`src/rtl/sdram_arbiter.sv`:
```
// -----------------------------------------------------------------------------
// sdram_arbiter
//
// Shares one SDRAM controller Avalon-MM slave port between two masters
// (port 0: Nios II data master, port 1: DMA/video requester). Command grants
// are round-robin and held stable while the controller stalls. Read data is
// steered back to the issuing master using a small FIFO of 1-bit owner tags.
//
// Ports
//   clk_clk, reset_reset        system clock, synchronous active-high reset
//   m0_* / m1_*                 Avalon-MM slave-side ports facing each master
//   s_*                         Avalon-MM master-side port facing the controller
//   err_spurious                sticky: a read response arrived with no owner
// -----------------------------------------------------------------------------
module sdram_arbiter #(
   parameter int ADDR_W   = 25,
   parameter int DATA_W   = 32,
   parameter int MAX_PEND = 8
) (
   input  logic                  clk_clk,
   input  logic                  reset_reset,

   input  logic [ADDR_W-1:0]     m0_address,
   input  logic                  m0_read,
   input  logic                  m0_write,
   input  logic [DATA_W-1:0]     m0_writedata,
   input  logic [DATA_W/8-1:0]   m0_byteenable,
   output logic                  m0_waitrequest,
   output logic [DATA_W-1:0]     m0_readdata,
   output logic                  m0_readdatavalid,

   input  logic [ADDR_W-1:0]     m1_address,
   input  logic                  m1_read,
   input  logic                  m1_write,
   input  logic [DATA_W-1:0]     m1_writedata,
   input  logic [DATA_W/8-1:0]   m1_byteenable,
   output logic                  m1_waitrequest,
   output logic [DATA_W-1:0]     m1_readdata,
   output logic                  m1_readdatavalid,

   output logic [ADDR_W-1:0]     s_address,
   output logic                  s_read,
   output logic                  s_write,
   output logic [DATA_W-1:0]     s_writedata,
   output logic [DATA_W/8-1:0]   s_byteenable,
   input  logic                  s_waitrequest,
   input  logic [DATA_W-1:0]     s_readdata,
   input  logic                  s_readdatavalid,

   output logic                  err_spurious
);

   localparam int PTR_W = (MAX_PEND > 1) ? $clog2(MAX_PEND) : 1;
   localparam int CNT_W = $clog2(MAX_PEND + 1);
   localparam logic [CNT_W-1:0] FULL_CNT = CNT_W'(MAX_PEND);

   // Grant and round-robin state
   logic             grant_valid;
   logic             grant_id;
   logic             last_id;

   // Read-ownership tag FIFO
   logic             tag_fifo [MAX_PEND];
   logic [PTR_W-1:0] wr_ptr;
   logic [PTR_W-1:0] rd_ptr;
   logic [CNT_W-1:0] count;

   logic             full;
   logic             req0;
   logic             req1;
   logic             sel_id;
   logic             sel_valid;
   logic             sel_read;
   logic             sel_write;
   logic             accept;
   logic             push;
   logic             pop;
   logic             head_tag;

   assign full = (count == FULL_CNT);

   // A read that cannot be tracked is not a candidate at all, so a gated read
   // never blocks the other master's traffic.
   assign req0 = m0_write | (m0_read & ~full);
   assign req1 = m1_write | (m1_read & ~full);

   always_comb begin
      // NOTE: every signal written here gets a default first, so no path can infer a latch.
      sel_id    = 1'b0;
      sel_valid = 1'b0;
      if (reset_reset) begin
         sel_valid = 1'b0;
      end else if (grant_valid) begin
         sel_id    = grant_id;
         sel_valid = 1'b1;
      end else if (req0 && req1) begin
         sel_id    = ~last_id;
         sel_valid = 1'b1;
      end else if (req0) begin
         sel_id    = 1'b0;
         sel_valid = 1'b1;
      end else if (req1) begin
         sel_id    = 1'b1;
         sel_valid = 1'b1;
      end
   end

   assign sel_read  = sel_id ? m1_read  : m0_read;
   assign sel_write = sel_id ? m1_write : m0_write;

   assign s_read       = sel_valid & sel_read & ~full;
   assign s_write      = sel_valid & sel_write;
   assign s_address    = sel_id ? m1_address    : m0_address;
   assign s_writedata  = sel_id ? m1_writedata  : m0_writedata;
   assign s_byteenable = sel_id ? m1_byteenable : m0_byteenable;

   assign accept = (s_read | s_write) & ~s_waitrequest;

   assign m0_waitrequest = ~(accept & ~sel_id);
   assign m1_waitrequest = ~(accept &  sel_id);

   // Response steering: the head tag names the owner of the oldest read.
   assign push     = accept & s_read;
   assign pop      = s_readdatavalid & (count != '0) & ~reset_reset;
   assign head_tag = tag_fifo[rd_ptr];

   assign m0_readdatavalid = pop & ~head_tag;
   assign m1_readdatavalid = pop &  head_tag;
   assign m0_readdata      = s_readdata;
   assign m1_readdata      = s_readdata;

   always_ff @(posedge clk_clk) begin
      // NOTE: state registers use non-blocking assignments so every flop samples pre-edge values.
      if (reset_reset) begin
         grant_valid  <= 1'b0;
         grant_id     <= 1'b0;
         last_id      <= 1'b1;
         wr_ptr       <= '0;
         rd_ptr       <= '0;
         count        <= '0;
         err_spurious <= 1'b0;
      end else begin
         // A forwarded but stalled command locks the grant until accepted.
         if (accept) begin
            grant_valid <= 1'b0;
            last_id     <= sel_id;
         end else if (s_read || s_write) begin
            grant_valid <= 1'b1;
            grant_id    <= sel_id;
         end

         if (push) wr_ptr <= wr_ptr + 1'b1;
         if (pop)  rd_ptr <= rd_ptr + 1'b1;

         case ({push, pop})
            2'b10:   count <= count + 1'b1;
            2'b01:   count <= count - 1'b1;
            default: count <= count;
         endcase

         if (s_readdatavalid && (count == '0)) err_spurious <= 1'b1;
      end
   end

   // NOTE: tag storage has no reset; an entry is only read after it has been written.
   always_ff @(posedge clk_clk) begin
      if (push) tag_fifo[wr_ptr] <= sel_id;
   end

endmodule

```
`config.mk`:
```
export PLATFORM = sky130hd
export DESIGN_NAME = sdram_arbiter
export DESIGN_NICKNAME = d
export VERILOG_FILES = /design/src/rtl/sdram_arbiter.sv
export SDC_FILE = /design/constraint.sdc
export NUM_CORES = 1
export LEC_CHECK = 0
export ABC_AREA = 1
export BUFFER_PORTS_ARGS = -buffer_cell sky130_fd_sc_hd__buf_4
export CORE_AREA = 2 2 113 115
export CTS_CLUSTER_SIZE = 40
export DETAILED_ROUTE_END_ITERATION = 7
export DIE_AREA = 0 0 115 117
export PLACE_DENSITY = 0.59
export SYNTH_ARGS = -nofsm -noshare
export SYNTH_HDL_FRONTEND = slang
export SYNTH_SLANG_ARGS = --single-unit
```
`constraint.sdc`:
```
create_clock -name clk_clk -period 2.8 [get_ports clk_clk]
set_input_delay 0.28 -clock clk_clk [delete_from_list [all_inputs] [get_ports clk_clk]]
set_output_delay 0.28 -clock clk_clk [all_outputs]
set_load 0.01 [all_outputs]
```
==> impl_results.md, run 1 <==
* Clock Tree Root: clkbuf_16
* Crit Path Class: reg2out
* Drt drc at 0
* Antenna violations before repair at 0
* Fin util at 30.5%
* GR Util All Layers at 12.4%
* Clock-pin transition on the worst setup and hold timing paths at 0.06 ns
* Hold Crit Class: in2reg
* Leading post-synthesis cells by instance count: nand2_1, buf_4, inv_1, nor2_1, dfxtp_1
* Htree depth at 1
* P&R area growth vs syn at 48.3%
* Postcts setup bufs at 0
* Finish-stage setup viols at 0
* Worst slew margin at 64.6%
* Fraction of the mapped netlist area in simple logic gates at 40.1%
* Die outline width at 115 µm
* Initial DRC Count at 123
* Max cap viols at 0
* Fillers at 1422
* XOR/XNOR Fraction of Synth Area at 1.04%
* Worst EP required at 2.52 ns
* Share of the synthesized area in the top cell type at 31.1%
* IO Pins at 294
* CTS buffer count at 3
* Share of layout cells above drive strength 1 at 39.0%
* Cell accounting for the most synthesized area: nand2_1
* DR vias/cell at 4.02
* Setup total negative slack at 0 ns
* Largest net degree at the start of global routing at 56
* Fmax at 0.385 GHz
* Status: finished, final reports clean
* Syn avg cell area at 5.94 µm²
* Kind of end point of the critical path: primary output
* Static leakage at 2.14 nW
* Slowest stage delay, CP at 0.43 ns
* Critical Path Slowest Stage Cell: buf_4
* Async S/R FF share, synth at 0%
* WL/cell at 12.5 µm
* Routability cong. at 0.813
* Final Cycle Share at 92.7%
* Hold-fix buffer count after cts at 0
* Post-synth EDFFs at 8
* Slew @ Worst Pin at 0.531 ns
* Worst EP arrival at 2.31 ns
* Max VDD drop at 0.000264 V
* CP startpoint kind: flop
* Crit path max-delay family: buffers and inverters
* Half-perimeter wire length after placement at 7700 µm
* Most numerous cell in the Yosys netlist: nand2_1
* Detailed-route via count at 2835
* First-pass GRT wire length at 13100 µm
* Post-Layout Cell Count at 706
* RSZ-0062 raised after global routing: false
* P per Cell Area at 392 nW/µm²
* Nets@finish at 724
* Synth warn at 0
* Compound-cell area share of the yosys netlist at 6.52%
* Area of the core at 12300 µm²
* Yosys cell types at 28
* Placed cells at 702
* Synth top area cells: nand2_1, buf_4, dfxtp_1
* Post-cts resize count at 0
* CP cell instances: nor2_2 -> nand2_4 -> nand2_1 -> nand2_1 -> nand2_1 -> nand2_2 -> buf_4 -> inv_4 -> buf_4 -> nand3_1 -> buf_4
* Clock tree from TritonCTS: yes
* Insertion delay to the later sink of the worst-skew pair at 0.26 ns
* Synth Instances at 427
* Maximum clock path buffer count at 2
* Multiplexer share of the synthesized area at 0%
* Synthesized-area fraction occupied by adder cells at 2.47%
* Synthesized area at 2530 µm²
* Worst-path fanout max at 55
* Routed Antenna Nets at 0
* Final Max Slew Viols at 0
* Routed wire length at 8850 µm
* Die ar. at 13500 µm²
* Fin crit period at 2.59 ns
* Largest family of logic cells by synthesized area: simple AND/OR/NAND/NOR gates
* Row count at 41
* Drt pass-1 iters at 4
* Initial core utilization at 20.6%
* CTS sink cnt at 25
* FF+latch count, synth at 25
* Diodes inserted at 0
* # port buffers at 197
* Vias in the first global route at 2631
* Post-synthesis sequential area ratio at 22.9%
* Clk_skew at 0.00150 ns
* GRT Residual Overflow at 0
* Syn Nets at 594
* Die height at 117 µm
* Synth Flop Type: dfxtp_1
* Fin. Hold Viols at 0
* Buf/Inv on CP at 4
==> layer usage <==
layer  up-vias  track usage, %  part of all wire (%)
li1       1497               -                     -
met1      1204            15.1                    40
met2       130            20.5                    48
met3         4            6.02                    11
met4         0            1.29                  0.33
met5         -               0                     0
==> path summary, 6_finish.rpt <==
check                    start             end  slack (ns)  cells past startpoint
setup / recovery      count[0]  m1_waitrequest        0.21                     11
hold reg to reg   err_spurious    err_spurious        0.45                      2
hold / removal     reset_reset       wr_ptr[0]        0.24                      2
setup reg to reg      count[0]        count[3]        0.49                     17
==> cell type report <==
cell class	count	area, µm²	share of cell area, %
tap	150	188	4.99
inverter	31	119	3.16
timing repair buffer	202	1520	40.3
sequential	25	581	15.4
clock buffer	3	75.1	2.00
clock inverter	1	7.51	0.200
multi-input combinational	294	1270	33.9
==> where the power goes <==
group / internal (mW) / switching [mW]
Sequential: 0.404 / 0.0243
Combinational: 0.362 / 0.365
Clock: 0.194 / 0.126
Total: 0.960 / 0.514
==> through the flow <==
step	total power [mW]	setup slack, ns	hold WS [ns]	cell area, µm²
floorplan	0.872	0.603	0.342	2530
global placement	1.17	0.466	0.440	3680
detailed placement	1.18	0.428	0.443	3680
CTS	1.50	0.173	0.239	3760
global route	1.59	0.0135	0.239	3760
finish	1.47	0.205	0.239	3760
==> logic make-up after synthesis <==
logic type | Yosys count
buffers and inverters | 108
AO/OA/AOI/OAI | 29
XOR/XNOR | 3
AND/OR/NAND/NOR | 257
adder cells (fa/ha/maj) | 5
flip-flops | 25
==> placed cells by master (no fill, tap or decap), types with 5 or more instances in the layout <==
cell type / Yosys / final
dfxtp_1: 17 / 17
a21oi_1: 13 / 13
ha_1: 5 / 5
nand3_1: 7 / 7
edfxtp_1: 8 / 8
buf_4: 69 / 202
inv_1: 29 / 29
nor2_1: 29 / 29
nand2_1: 210 / 209
o21ai_0: 10 / 10
==> worst register-to-register path, stage by stage, from the launching register on <==
cell      delay [ns]
dfxtp_1         0.36
nor2_2          0.21
nand2_4         0.09
nand2_1         0.06
nand2_1         0.04
nand2_1         0.10
nand2_2         0.07
nand2_2         0.07
nand4_1         0.11
ha_1            0.26
nand2_1         0.07
inv_1           0.04
nor2_1          0.13
nand3_1         0.12
o31ai_1         0.09
o211ai_1        0.14
o21ai_0         0.17
a21oi_1         0.05
Power figures use the tool's default switching activity.
==> inputs of run 2 (changes only) <==
--- a/config.mk
+++ b/config.mk
@@ -7,11 +7,12 @@
 export LEC_CHECK = 0
 export ABC_AREA = 1
 export BUFFER_PORTS_ARGS = -buffer_cell sky130_fd_sc_hd__buf_4
-export CORE_AREA = 2 2 113 115
+export CORE_AREA = 2 2 115 117
+export CTS_BUF_LIST = sky130_fd_sc_hd__clkbuf_4 sky130_fd_sc_hd__clkbuf_8
 export CTS_CLUSTER_SIZE = 40
 export DETAILED_ROUTE_END_ITERATION = 7
-export DIE_AREA = 0 0 115 117
-export PLACE_DENSITY = 0.59
+export DIE_AREA = 0 0 117 119
+export PLACE_DENSITY = 0.58
 export SYNTH_ARGS = -nofsm -noshare
 export SYNTH_HDL_FRONTEND = slang
 export SYNTH_SLANG_ARGS = --single-unit
==> run 2 against run 1 <==
Effect of this change:
- design area is 0.50% higher
- combinational power is 0.7% higher
- power is 6.8% lower
- die area is 3.5% higher
- critical endpoint is now s_address[5]
- sequential power hardly changed
- largest cell class unchanged
- sequential share of layout area is 0.077 points lower
- highest routed layer unchanged
- via count is 0.88% lower
- critical path depth is 1 lower
- clock-buffer cell count stayed put
==> impl_results.md, run 2 (synthesis gave the netlist of run 1 again) <==
* Half-perimeter wire length after placement at 7440 µm (was 7700 µm)
* Maximum clock path buffer count at 2 (unchanged)
* Kind of end point of the critical path: primary output (unchanged)
* Slew @ Worst Pin at 0.520 ns (was 0.531 ns)
* DR vias/cell at 3.83 (was 4.02)
* Antenna violations before repair at 0 (unchanged)
* Detailed-route via count at 2810 (was 2835)
* Finish-stage setup viols at 0 (unchanged)
* Row count at 42 (was 41)
* Pwr Total at 1.37 mW (was 1.47 mW)
* Share of layout cells above drive strength 1 at 39.3% (was 39.0%)
* Fin. Hold Viols at 0 (unchanged)
* Clock tree from TritonCTS: yes (unchanged)
* Die ar. at 13900 µm² (was 13500 µm²)
* Vias in the first global route at 2554 (was 2631)
* # port buffers at 197 (unchanged)
* Die height at 119 µm (was 117 µm)
* Hold Crit Class: in2reg (unchanged)
* CP startpoint kind: flop (unchanged)
* GRT Residual Overflow at 0 (unchanged)
* Multi-input gate area at 1280 µm² (was 1270 µm²)
* Die outline width at 117 µm (was 115 µm)
* CTS buffer count at 3 (unchanged)
* Insertion delay to the later sink of the worst-skew pair at 0.27 ns (was 0.26 ns)
* Routed Antenna Nets at 0 (unchanged)
* Post-Layout Cell Count at 733 (was 706)
* RSZ-0062 raised after global routing: false (unchanged)
* Clk_skew at 0.00242 ns (was 0.00150 ns)
* Worst EP arrival at 2.23 ns (was 2.31 ns)
* Most common cell after layout, fill and taps aside: nand2_1 (unchanged)
* Max cap viols at 0 (unchanged)
* Worst EP required at 2.52 ns (about the same)
* Clock Tree Root: clkbuf_8 (was clkbuf_16)
* Most frequent cells in the layout: nand2_1, buf_4, inv_1, nor2_1, dfxtp_1 (unchanged)
* IO Pins at 294 (unchanged)
* P per Cell Area at 364 nW/µm² (was 392 nW/µm²)
* Status: finished, final reports clean (unchanged)
* Crit Path Class: reg2out (unchanged)
* Diodes inserted at 0 (unchanged)
* Final Cycle Share at 89.5% (was 92.7%)
* WL/cell at 11.8 µm (was 12.5 µm)
* Sequential cell area at 581 µm² (unchanged)
* Max VDD drop at 0.000134 V (was 0.000264 V)
* Nets@finish at 725 (was 724)
* Drt drc at 0 (unchanged)
* Worst-path fanout max at 52 (was 55)
* Drt pass-1 iters at 4 (unchanged)
* Clock-pin transition on the worst setup and hold timing paths at 0.09 ns (was 0.06 ns)
* Routed wire length at 8630 µm (was 8850 µm)
* Area of the core at 12900 µm² (was 12300 µm²)
* Final Max Slew Viols at 0 (unchanged)
* Fmax at 0.399 GHz (was 0.385 GHz)
* GR Util All Layers at 11.7% (was 12.4%)
* Worst slew margin at 65.3% (was 64.6%)
* Initial DRC Count at 76 (was 123)
* CTS sink cnt at 25 (unchanged)
* Setup total negative slack at 0 ns (unchanged)
* Htree depth at 1 (unchanged)
* Final hold slack at 0.226 ns (was 0.239 ns)
* Placed cells at 729 (was 702)
* Hold-fix buffer count after cts at 0 (unchanged)
* First-pass GRT wire length at 12900 µm (was 13100 µm)
* P&R area growth vs syn at 49.1% (was 48.3%)
* Routability cong. at 0.783 (was 0.813)
* Initial core utilization at 19.7% (was 20.6%)
* Fillers at 1450 (was 1422)
* Fin crit period at 2.51 ns (was 2.59 ns)
* Largest net degree at the start of global routing at 53 (was 56)
* Static leakage at 2.13 nW (was 2.14 nW)
run 2: layer usage:
metal / global-route usage, % / up-vias / share of wire (%)
met5: 0 / - / 0
met4: 1.91 / 0 / 0.82
met3: 5.04 / 5 / 11
met2: 19.0 / 135 / 47
met1: 14.4 / 1174 / 41
li1: - / 1496 / -
run 2: where the power goes:
| group | total, mW | switching (mW) | internal [mW] |
|---|---|---|---|
| Clock | 0.214 | 0.114 | 0.0996 |
| Combinational | 0.732 | 0.365 | 0.367 |
| Sequential | 0.428 | 0.0240 | 0.404 |
| Total | 1.37 | 0.503 | 0.871 |
run 2: worst paths after layout:
kind / end / depth (start not counted) / from / slack [ns]
worst max-delay path: s_address[5] / 10 / count[0] / 0.29
worst min-delay path: wr_ptr[0] / 2 / reset_reset / 0.23
worst max register to register: count[3] / 15 / count[0] / 0.40
worst min register to register: err_spurious / 2 / err_spurious / 0.45
run 2: through the flow:
step,utilization [%],setup WS (ns),cell area (µm²)
final,29.3,0.295,3780
after global routing,29.3,0.0313,3780
after CTS,29.3,0.246,3780
after detailed placement,29.0,0.359,3730
after global placement,29.0,0.441,3730
after floorplan,-,0.603,2530
run 2: cell type report:
| cell class | count | area share, % |
|---|---|---|
| clock buffer | 3 | 1.09 |
| clock inverter | 1 | 0.132 |
| inverter | 31 | 3.15 |
| multi-input combinational | 294 | 33.8 |
| sequential | 25 | 15.4 |
| tap | 176 | 5.83 |
| timing repair buffer | 203 | 40.7 |
run 2: repair_timing:
item / CTS / global route
endpoints found under the hold margin: 0 / 0
resized for setup: 0 / 1
endpoints found under the setup margin: 0 / 1
buffers inserted: 0 / 0
run 2: worst max-delay path, cell delays in order (launching register included):
cell and delay [ns]:
dfxtp_1 0.35, nor2_2 0.21, nand2_4 0.09, nand2_1 0.08, a21oi_2 0.07, nand2_2 0.08
buf_4 0.21, buf_4 0.46, nand2_1 0.14, nand2_1 0.11, buf_4 0.12
